## src/rtl/rvfi_commit_serializer_if.sv

```systemverilog
// rvfi_commit_serializer_if
// Bundle of the retire-side and monitor-side signals of rvfi_commit_serializer.
//   in_valid / in_pkt / in_ready   : multi-lane retire beat from the ROB
//   out_valid / out_ready / out_pkt: one packet per cycle towards the RVFI monitor
//   out_order / out_halt           : rvfi.order and rvfi.halt for the head packet
//   count / halted                 : occupancy and sticky halt status
// Modport slave is the serializer's view; master is the producer/consumer side.
interface rvfi_commit_serializer_if #(
  parameter int COMMIT_WIDTH = 2,
  parameter int DEPTH        = 8,
  parameter int PKT_W        = 192
);
  localparam int CNT_W = $clog2(DEPTH) + 1;

  logic [COMMIT_WIDTH-1:0]            in_valid;
  logic [COMMIT_WIDTH-1:0][PKT_W-1:0] in_pkt;
  logic                               in_ready;
  logic                               out_valid;
  logic                               out_ready;
  logic [PKT_W-1:0]                   out_pkt;
  logic [63:0]                        out_order;
  logic                               out_halt;
  logic [CNT_W-1:0]                   count;
  logic                               halted;

  modport slave (
    input  in_valid, in_pkt, out_ready,
    output in_ready, out_valid, out_pkt, out_order, out_halt, count, halted
  );

  modport master (
    output in_valid, in_pkt, out_ready,
    input  in_ready, out_valid, out_pkt, out_order, out_halt, count, halted
  );
endinterface

```

## src/rtl/rvfi_commit_serializer.sv

```systemverilog
// rvfi_commit_serializer
// Accepts up to COMMIT_WIDTH retiring instructions per cycle (lane 0 oldest),
// stores them in program order in a DEPTH-entry circular buffer and presents
// them one per cycle to the RVFI monitor together with a running 64-bit order
// number and a halt flag.
// Ports:
//   clk : rising-edge clock
//   rst : synchronous active-high reset (pointers, count, order, halted)
//   bus : rvfi_commit_serializer_if.slave
//         in_valid/in_pkt/in_ready  retire beat, accepted all-or-none
//         out_valid/out_ready/out_pkt  head packet handshake
//         out_order/out_halt  rvfi.order / rvfi.halt of the head
//         count/halted  occupancy and sticky halt flag
// A packet is a halt when pc_rdata (bits 63:32) equals pc_wdata (bits 31:0).
module rvfi_commit_serializer #(
  parameter int COMMIT_WIDTH = 2,
  parameter int DEPTH        = 8,
  parameter int PKT_W        = 192
) (
  input logic                     clk,
  input logic                     rst,
  rvfi_commit_serializer_if.slave bus
);

  localparam int AW = $clog2(DEPTH);
  localparam int CW = AW + 1;

  localparam logic [CW-1:0] DEPTH_C = CW'(DEPTH);
  localparam logic [CW-1:0] LANES_C = CW'(COMMIT_WIDTH);
  localparam logic [CW-1:0] ONE_C   = CW'(1);
  localparam logic [CW-1:0] ZERO_C  = CW'(0);

  // A halt packet is a self-loop: next pc equals current pc.
  function automatic logic is_halt(input logic [63:0] pc_pair);
    return (pc_pair[63:32] == pc_pair[31:0]);
  endfunction

  logic [PKT_W-1:0] mem_r [DEPTH];
  logic [AW-1:0]    wr_ptr_r;
  logic [AW-1:0]    rd_ptr_r;
  logic [CW-1:0]    count_r;
  logic [63:0]      order_r;
  logic             halted_r;

  logic                             in_ready_s;
  logic                             accept_s;
  logic                             pop_s;
  logic                             out_valid_s;
  logic [PKT_W-1:0]                 head_pkt_s;
  logic [COMMIT_WIDTH-1:0]          keep_s;
  logic [COMMIT_WIDTH-1:0][AW-1:0]  lane_off_s;
  logic [CW-1:0]                    pushed_s;
  logic                             push_halt_s;

  // Space check uses the registered count only, so a same-cycle pop never
  // opens room for the beat presented in that cycle.
  assign in_ready_s  = !halted_r && ((DEPTH_C - count_r) >= LANES_C);
  assign accept_s    = (|bus.in_valid) && in_ready_s;
  assign out_valid_s = (count_r != ZERO_C);
  assign pop_s       = out_valid_s && bus.out_ready;
  assign head_pkt_s  = mem_r[rd_ptr_r];

  // Lane compaction: each kept lane gets the next free slot offset; lanes
  // above the lowest valid halt lane are dropped.
  always_comb begin
    logic          halt_seen_v;
    logic [CW-1:0] n_v;
    halt_seen_v = 1'b0;
    n_v         = ZERO_C;
    keep_s      = {COMMIT_WIDTH{1'b0}};
    lane_off_s  = {(COMMIT_WIDTH*AW){1'b0}};
    for (int i = 0; i < COMMIT_WIDTH; i++) begin
      lane_off_s[i] = n_v[AW-1:0];
      if (bus.in_valid[i] && !halt_seen_v) begin
        keep_s[i] = 1'b1;
        n_v       = n_v + ONE_C;
        if (is_halt(bus.in_pkt[i][63:0])) begin
          halt_seen_v = 1'b1;
        end else begin
          halt_seen_v = halt_seen_v;
        end
      end else begin
        keep_s[i] = 1'b0;
      end
    end
    if (accept_s) begin
      pushed_s    = n_v;
      push_halt_s = halt_seen_v;
    end else begin
      pushed_s    = ZERO_C;
      push_halt_s = 1'b0;
    end
  end

  // Storage write: kept lanes land in consecutive slots from the write pointer.
  always_ff @(posedge clk) begin
    if (!rst && accept_s) begin
      for (int i = 0; i < COMMIT_WIDTH; i++) begin
        if (keep_s[i]) begin
          mem_r[wr_ptr_r + lane_off_s[i]] <= bus.in_pkt[i];
        end
      end
    end
  end

  // Pointer, occupancy, order-counter and sticky-halt state.
  always_ff @(posedge clk) begin
    if (rst) begin
      wr_ptr_r <= {AW{1'b0}};
      rd_ptr_r <= {AW{1'b0}};
      count_r  <= ZERO_C;
      order_r  <= 64'd0;
      halted_r <= 1'b0;
    end else begin
      // Pointers are AW bits wide, so the additions wrap modulo DEPTH.
      wr_ptr_r <= wr_ptr_r + pushed_s[AW-1:0];
      rd_ptr_r <= rd_ptr_r + {{(AW-1){1'b0}}, pop_s};
      count_r  <= count_r + pushed_s - {{(CW-1){1'b0}}, pop_s};
      order_r  <= order_r + {63'd0, pop_s};
      halted_r <= halted_r | push_halt_s;
    end
  end

  assign bus.in_ready  = in_ready_s;
  assign bus.out_valid = out_valid_s;
  assign bus.out_pkt   = head_pkt_s;
  assign bus.out_order = order_r;
  assign bus.out_halt  = out_valid_s && is_halt(head_pkt_s[63:0]);
  assign bus.count     = count_r;
  assign bus.halted    = halted_r;

endmodule
```

## src/flat_wrapper.sv

```systemverilog
// flat-port wrapper written by rule: the top's interface ports become plain ports
module rvfi_commit_serializer_flat 
#(
  parameter int COMMIT_WIDTH = 2,
  parameter int DEPTH        = 8,
  parameter int PKT_W        = 192
)
  (clk, rst, bus_in_valid, bus_in_pkt, bus_out_ready, bus_in_ready, bus_out_valid, bus_out_pkt, bus_out_order, bus_out_halt, bus_count, bus_halted);
  rvfi_commit_serializer_if #(.COMMIT_WIDTH(COMMIT_WIDTH), .DEPTH(DEPTH), .PKT_W(PKT_W)) bus_i ();
  input logic clk;
  input logic rst;
  input wire logic [$bits(bus_i.in_valid)-1:0] bus_in_valid;
  input wire logic [$bits(bus_i.in_pkt)-1:0] bus_in_pkt;
  input wire logic [$bits(bus_i.out_ready)-1:0] bus_out_ready;
  output wire logic [$bits(bus_i.in_ready)-1:0] bus_in_ready;
  output wire logic [$bits(bus_i.out_valid)-1:0] bus_out_valid;
  output wire logic [$bits(bus_i.out_pkt)-1:0] bus_out_pkt;
  output wire logic [$bits(bus_i.out_order)-1:0] bus_out_order;
  output wire logic [$bits(bus_i.out_halt)-1:0] bus_out_halt;
  output wire logic [$bits(bus_i.count)-1:0] bus_count;
  output wire logic [$bits(bus_i.halted)-1:0] bus_halted;
  assign bus_i.in_valid = bus_in_valid;
  assign bus_i.in_pkt = bus_in_pkt;
  assign bus_i.out_ready = bus_out_ready;
  assign bus_in_ready = bus_i.in_ready;
  assign bus_out_valid = bus_i.out_valid;
  assign bus_out_pkt = bus_i.out_pkt;
  assign bus_out_order = bus_i.out_order;
  assign bus_out_halt = bus_i.out_halt;
  assign bus_count = bus_i.count;
  assign bus_halted = bus_i.halted;
  rvfi_commit_serializer #(.COMMIT_WIDTH(COMMIT_WIDTH), .DEPTH(DEPTH), .PKT_W(PKT_W)) u_core (.clk(clk), .rst(rst), .bus(bus_i));
endmodule
```

## config.mk

```make
export PLATFORM = sky130hd
export DESIGN_NAME = rvfi_commit_serializer_flat
export DESIGN_NICKNAME = d
export VERILOG_FILES = /design/src/rtl/rvfi_commit_serializer_if.sv /design/src/rtl/rvfi_commit_serializer.sv /design/src/flat_wrapper.sv
export SDC_FILE = /design/constraint.sdc
export NUM_CORES = 2
export LEC_CHECK = 0
export BUFFER_PORTS_ARGS = -buffer_cell sky130_fd_sc_hd__buf_2
export CAP_MARGIN = 20
export CORE_ASPECT_RATIO = 1.75
export CORE_UTILIZATION = 50
export DETAILED_ROUTE_END_ITERATION = 8
export GPL_TIMING_DRIVEN = 0
export PLACE_DENSITY = 0.74
export SLEW_MARGIN = 20
export SYNTH_ARGS = -nofsm -noshare
export SYNTH_HDL_FRONTEND = slang
export SYNTH_SLANG_ARGS = --single-unit
```

## constraint.sdc

```tcl
create_clock -name clk -period 20.4 [get_ports clk]
set_input_delay 2.04 -clock clk [delete_from_list [all_inputs] [get_ports clk]]
set_output_delay 2.04 -clock clk [all_outputs]
set_load 0.01 [all_outputs]
```

### Word level (Yosys, flattened, before mapping)

Memory sizes are Yosys's and may differ from the RTL's. A register that Yosys moved wholly into a read port is not among the register bits.
Index checks and enable logic that the tools add are counted.

* reduce and logical (&&, ||, !) cells: 11
* bitwise logic cells: 1
* multiplexer cells: 17
* $lt $le $gt $ge: 1
* eq/ne operators: 3
* add/subtract/negate cells: 8

Operators with widths (number)
* 32-bit equality test: 3
* 64-bit by 1-bit adder with 64-bit output: 1
* 1-bit 2-to-1 mux: 14
* 4-bit 2-to-1 mux: 2
* 3-bit by 1-bit adder with 3-bit output: 2
* 1-bit logical AND: 6
* 4-bit adder: 1
* 4-bit by 2-bit greater-or-equal comparator with 1-bit output (second input constant): 1
* 4-bit nonzero test: 1
* 4-bit by 1-bit subtractor with 4-bit output: 1
* 4-bit subtractor (first input constant): 1
* 3-bit adder: 1
* 1-bit logical NOT: 3
* 3-bit 2-to-1 mux: 1
* 1-bit by 1-bit adder with 2-bit output (second input constant): 1
* 2-bit OR reduction: 1
* 1-bit bitwise OR: 1

* register bits: 75
* bits in writable memories: 1536
* output and inout port bits: 264
* memories: 1
* bits of input ports: 389

Memories
* u_core.mem_r: depth 8, width 192, read ports 1, clocked after memory_dff 1, wr ports 2, line rvfi_commit_serializer.sv:38 `logic [PKT_W-1:0] mem_r [DEPTH];`

### Longest topological paths before layout

* depth after elaboration: 9
* gate-level depth with buffers: 15
* mapped depth without buffers: 14

### Worst setup path after synthesis

OpenSTA, ideal clock, no wires.

* kind: input to register
* start point: input rst
* end point: memory u_core.mem_r[6][0] (enable)
* data arrival time: 11.597 ns
* buffers on the path: 1
* stages on the path: 3
* path slack: 8.019 ns
* required time: 19.616 ns
* path through: clkbuf_1 -> or4bb_1 -> o21bai_1

RTL lines
* start: declaration: line flat_wrapper.sv:11 `input logic rst;`
* end: declaration: line rvfi_commit_serializer.sv:38

==> run_results.csv <==
group,metric,value,unit
place,place_ws,13.18,ns
synthesis,synth_top_area_share,56.5,%
sta,relSlewSlack,24.5,%
route,ant_nets,0,
synthesis,ys_warn_count,0,
sta,fmax,139,MHz
grt,grt_util_all_layers,31.2,%
worst_setup_path,required,18.36,ns
min_path,holdPathEnd,"u_core.bus.out_order[62]",
grt,globalRouteMet3Util,7.60,%
synthesis,seq_area_frac_synth,58.3,%
grt,grt_util_met1,35.7,%
worst_setup_path,critical_path_arrival,5.17,ns
place,hpwl,182000,µm
finish,area_growth,15.4,%
route,dr.pass1.iters,6,
sta,fin_crit_sh,35.4,%
sta,worst_pin_slew,1.13,ns
synthesis,synth.distinct_cells,55,
finish,final_util,58.3,%
floorplanning,rows,195,
sta,setup_viol,0,
finish,final_net_count,5951,
cts,clkTransAtPathRegs,0.07,ns
worst_setup_path,critical_path_class,"reg2out",
sta,finalMaxSlewViolations,0,
worst_setup_path,crit_path_max_fanout,10,
floorplanning,boundaryPins,653,
place,dp_cells,7549,
min_path,hold-path-cell-count,2,
worst_setup_path,cp-start-kind,"flip-flop",
floorplanning,core,162000,µm²
cts,clock_sink_count,1611,
pwr,cellPowerDensity,110,nW/µm²
finish,layout-drive-gt1-share,55.7,%
floorplanning,initial_core_util,50.5,%
cts,cts_setup_buffers,0,
cts,clk_latency,0.83,ns
cts,cts_inserted_buffers,160,
outcome,status,"finished, final reports clean",
cts,cts_resized,0,
synthesis,synth.top_cells.by_area,"edfxtp_1 56%, mux2_2 24%, mux4_2 9.2%, dfxtp_1 1.8%, buf_4 1.4%",
worst_setup_path,rr_endpoint,"u_core.mem_r[0][1]",
synthesis,mappedNetlistArea,81700,µm²
worst_setup_path,r2r_setup_slack,15.54,ns
sta,whs,0.498,ns
sta,final.setup.worst_slack,13.19,ns
cts,clockRootBuffer,"clkbuf_16",
grt,use_met2,52.4,%
cts,cts_tree,"done",
grt,grt_max_degree,36,
cts,cts_max_path_buffers,4,
grt,grt_pass1_vias,51000,
cts,cts-hold-fix-buffers,0,
synthesis,avgSynthCellArea,17.1,µm²
pwr,ir_drop,0.0000926,V
synthesis,synth_edf_count,1536,
min_path,min_from,"u_core.bus.out_order[62]",
place,io_buffers,523,
synthesis,synthCells,4766,
worst_setup_path,reg2reg_depth,14,
grt,grt_antenna_before_repair,63,
floorplanning,fp.dieW,308,µm
synthesis,synth-seq-cells,1611,
finish,stdcell_count,7864,
pwr,power_leakage,30.9,nW
grt,busiest_layer,"met2",
grt,grt_pass1_wl,366000,µm
route,drc,0,
route,wl_per_cell,33.1,µm
route,routed_via_density,6.19,
floorplanning,die-area,165000,µm²
pwr,total_power,0.0104,W
route,vias,48700,
floorplanning,die_h,537,µm
worst_setup_path,r2r_start,"u_core.bus.count[0]",
sta,period_minus_slack,7.21,ns
synthesis,synthArstFlopShare,0,%
cts,h-tree-depth,4,
route,wirelength,260000,µm
synthesis,synthesis.nets,5173,
min_path,hold_path_class,"reg2reg",
synthesis,synth.largest_area_cell,"edfxtp_1",
run,drv_cap,0,
synthesis,ys.flop_type,"edfxtp_1",
place,place_congestion,0.935,
grt,overflow,0,
sta,hold_viol,0,
worst_setup_path,endpoint_kind,"output port",
sta,rsz0062_at_grt,"no",
route,drtIter0Drc,5150,
sta,clock_skew,0.0661,ns
[report_power, final]
group | internal, W | switching [W]
registers | 0.00411 | 0.0000899
logic | 0.00146 | 0.00191
clock network | 0.00151 | 0.00128
[cell usage in the layout, fill, tap and decap left out, types with 21 or more instances in the layout]
cell          n
buf_16       64
buf_2       614
nand3_1      26
nand4_1      30
clkbuf_16   162
edfxtp_1   1536
nor2_1       80
buf_12       29
mux2_2     1718
and2_1       22
diode_2      39
xor2_1       67
inv_1        21
buf_1        78
dfxtp_1      75
xnor2_1      63
clkbuf_1    129
mux2i_1      77
buf_4       151
mux4_2      335
nand2_1      23
clkinv_1     40
a22oi_1      26
[worst max-delay path by stage]
stage,slack [ns],from,endpoint
2_1_floorplan,8.02,rst,u_core.mem_r[6][0]
3_3_place_gp,-3.70,rst,u_core.mem_r[2][47]
3_5_place_dp,13.18,bus_in_pkt[57],u_core.mem_r[4][46]
4_1_cts,13.34,u_core.rd_ptr_r[0],bus_out_halt
5_1_grt,13.10,u_core.rd_ptr_r[0],bus_out_halt
6_report,13.19,u_core.rd_ptr_r[0],bus_out_halt
[cell usage after synthesis (all sizes together), types with 21 or more instances]
| master | count |
|---|---|
| a22oi | 26 |
| and2 | 23 |
| buf | 336 |
| clkbuf | 98 |
| dfxtp | 75 |
| edfxtp | 1536 |
| inv | 21 |
| mux2 | 1718 |
| mux2i | 77 |
| mux4 | 335 |
| nand2 | 23 |
| nand3 | 26 |
| nand4 | 30 |
| nor2 | 81 |
| xnor2 | 63 |
| xor2 | 67 |
[flip-flops by register name, indices dropped and copies added (netlist names)]
signal and flops:
u_core.bus.count 4, u_core.bus.out_order 64, u_core.bus.halted 1, u_core.mem_r 1536, u_core.rd_ptr_r 3, u_core.wr_ptr_r 3
[cell families after synthesis]
group                    count (synthesis)  share of synthesized area (%)
multiplexers                          2130                           33.9
flip-flops                            1611                           58.3
buffers and inverters                  455                           3.05
AND/OR/NAND/NOR                        299                           2.05
XOR/XNOR                               130                           1.39
AO/OA/AOI/OAI                          123                           1.04
adder cells (fa/ha/maj)                 18                          0.294
[routing by layer]
metal,share of wire [%],wire length [µm],vias up
met3,8.7,22500,699
li1,-,-,20600
met4,7.1,18600,52
met1,35,90800,25000
met5,0.13,339,-
met2,49,128000,2336
[layout make-up]
type                            instances  area, µm²
Fill cell                           12500      67500
Tap cell                             2167       2710
Clock inverter                         74        478
Timing Repair Buffer                  616       4960
Clock buffer                          202       4220
Buffer                                434       2430
Antenna cell                           39       97.6
Inverter                               21       78.8
Multi-Input combinational cell       2700      31700
Sequential cell                      1611      47600
[stage by stage]
step                TNS (ns)  cell area, µm²
floorplan                  0           81700
global placement    -3822.82           87000
detailed placement         0           89400
CTS                        0           94100
global route               0           94200
finish                     0           94300
[worst max-delay path, stage by stage, from the launching register on]
cell	delay, ns
dfxtp_1	0.38
buf_4	0.40
buf_4	0.37
and2_1	0.17
buf_4	0.25
clkbuf_1	0.81
a22oi_1	0.28
o211ai_1	0.16
nor4b_2	0.82
nand4_1	0.21
nor4_2	0.30
buf_2	0.20
Power figures use the tool's default switching activity.
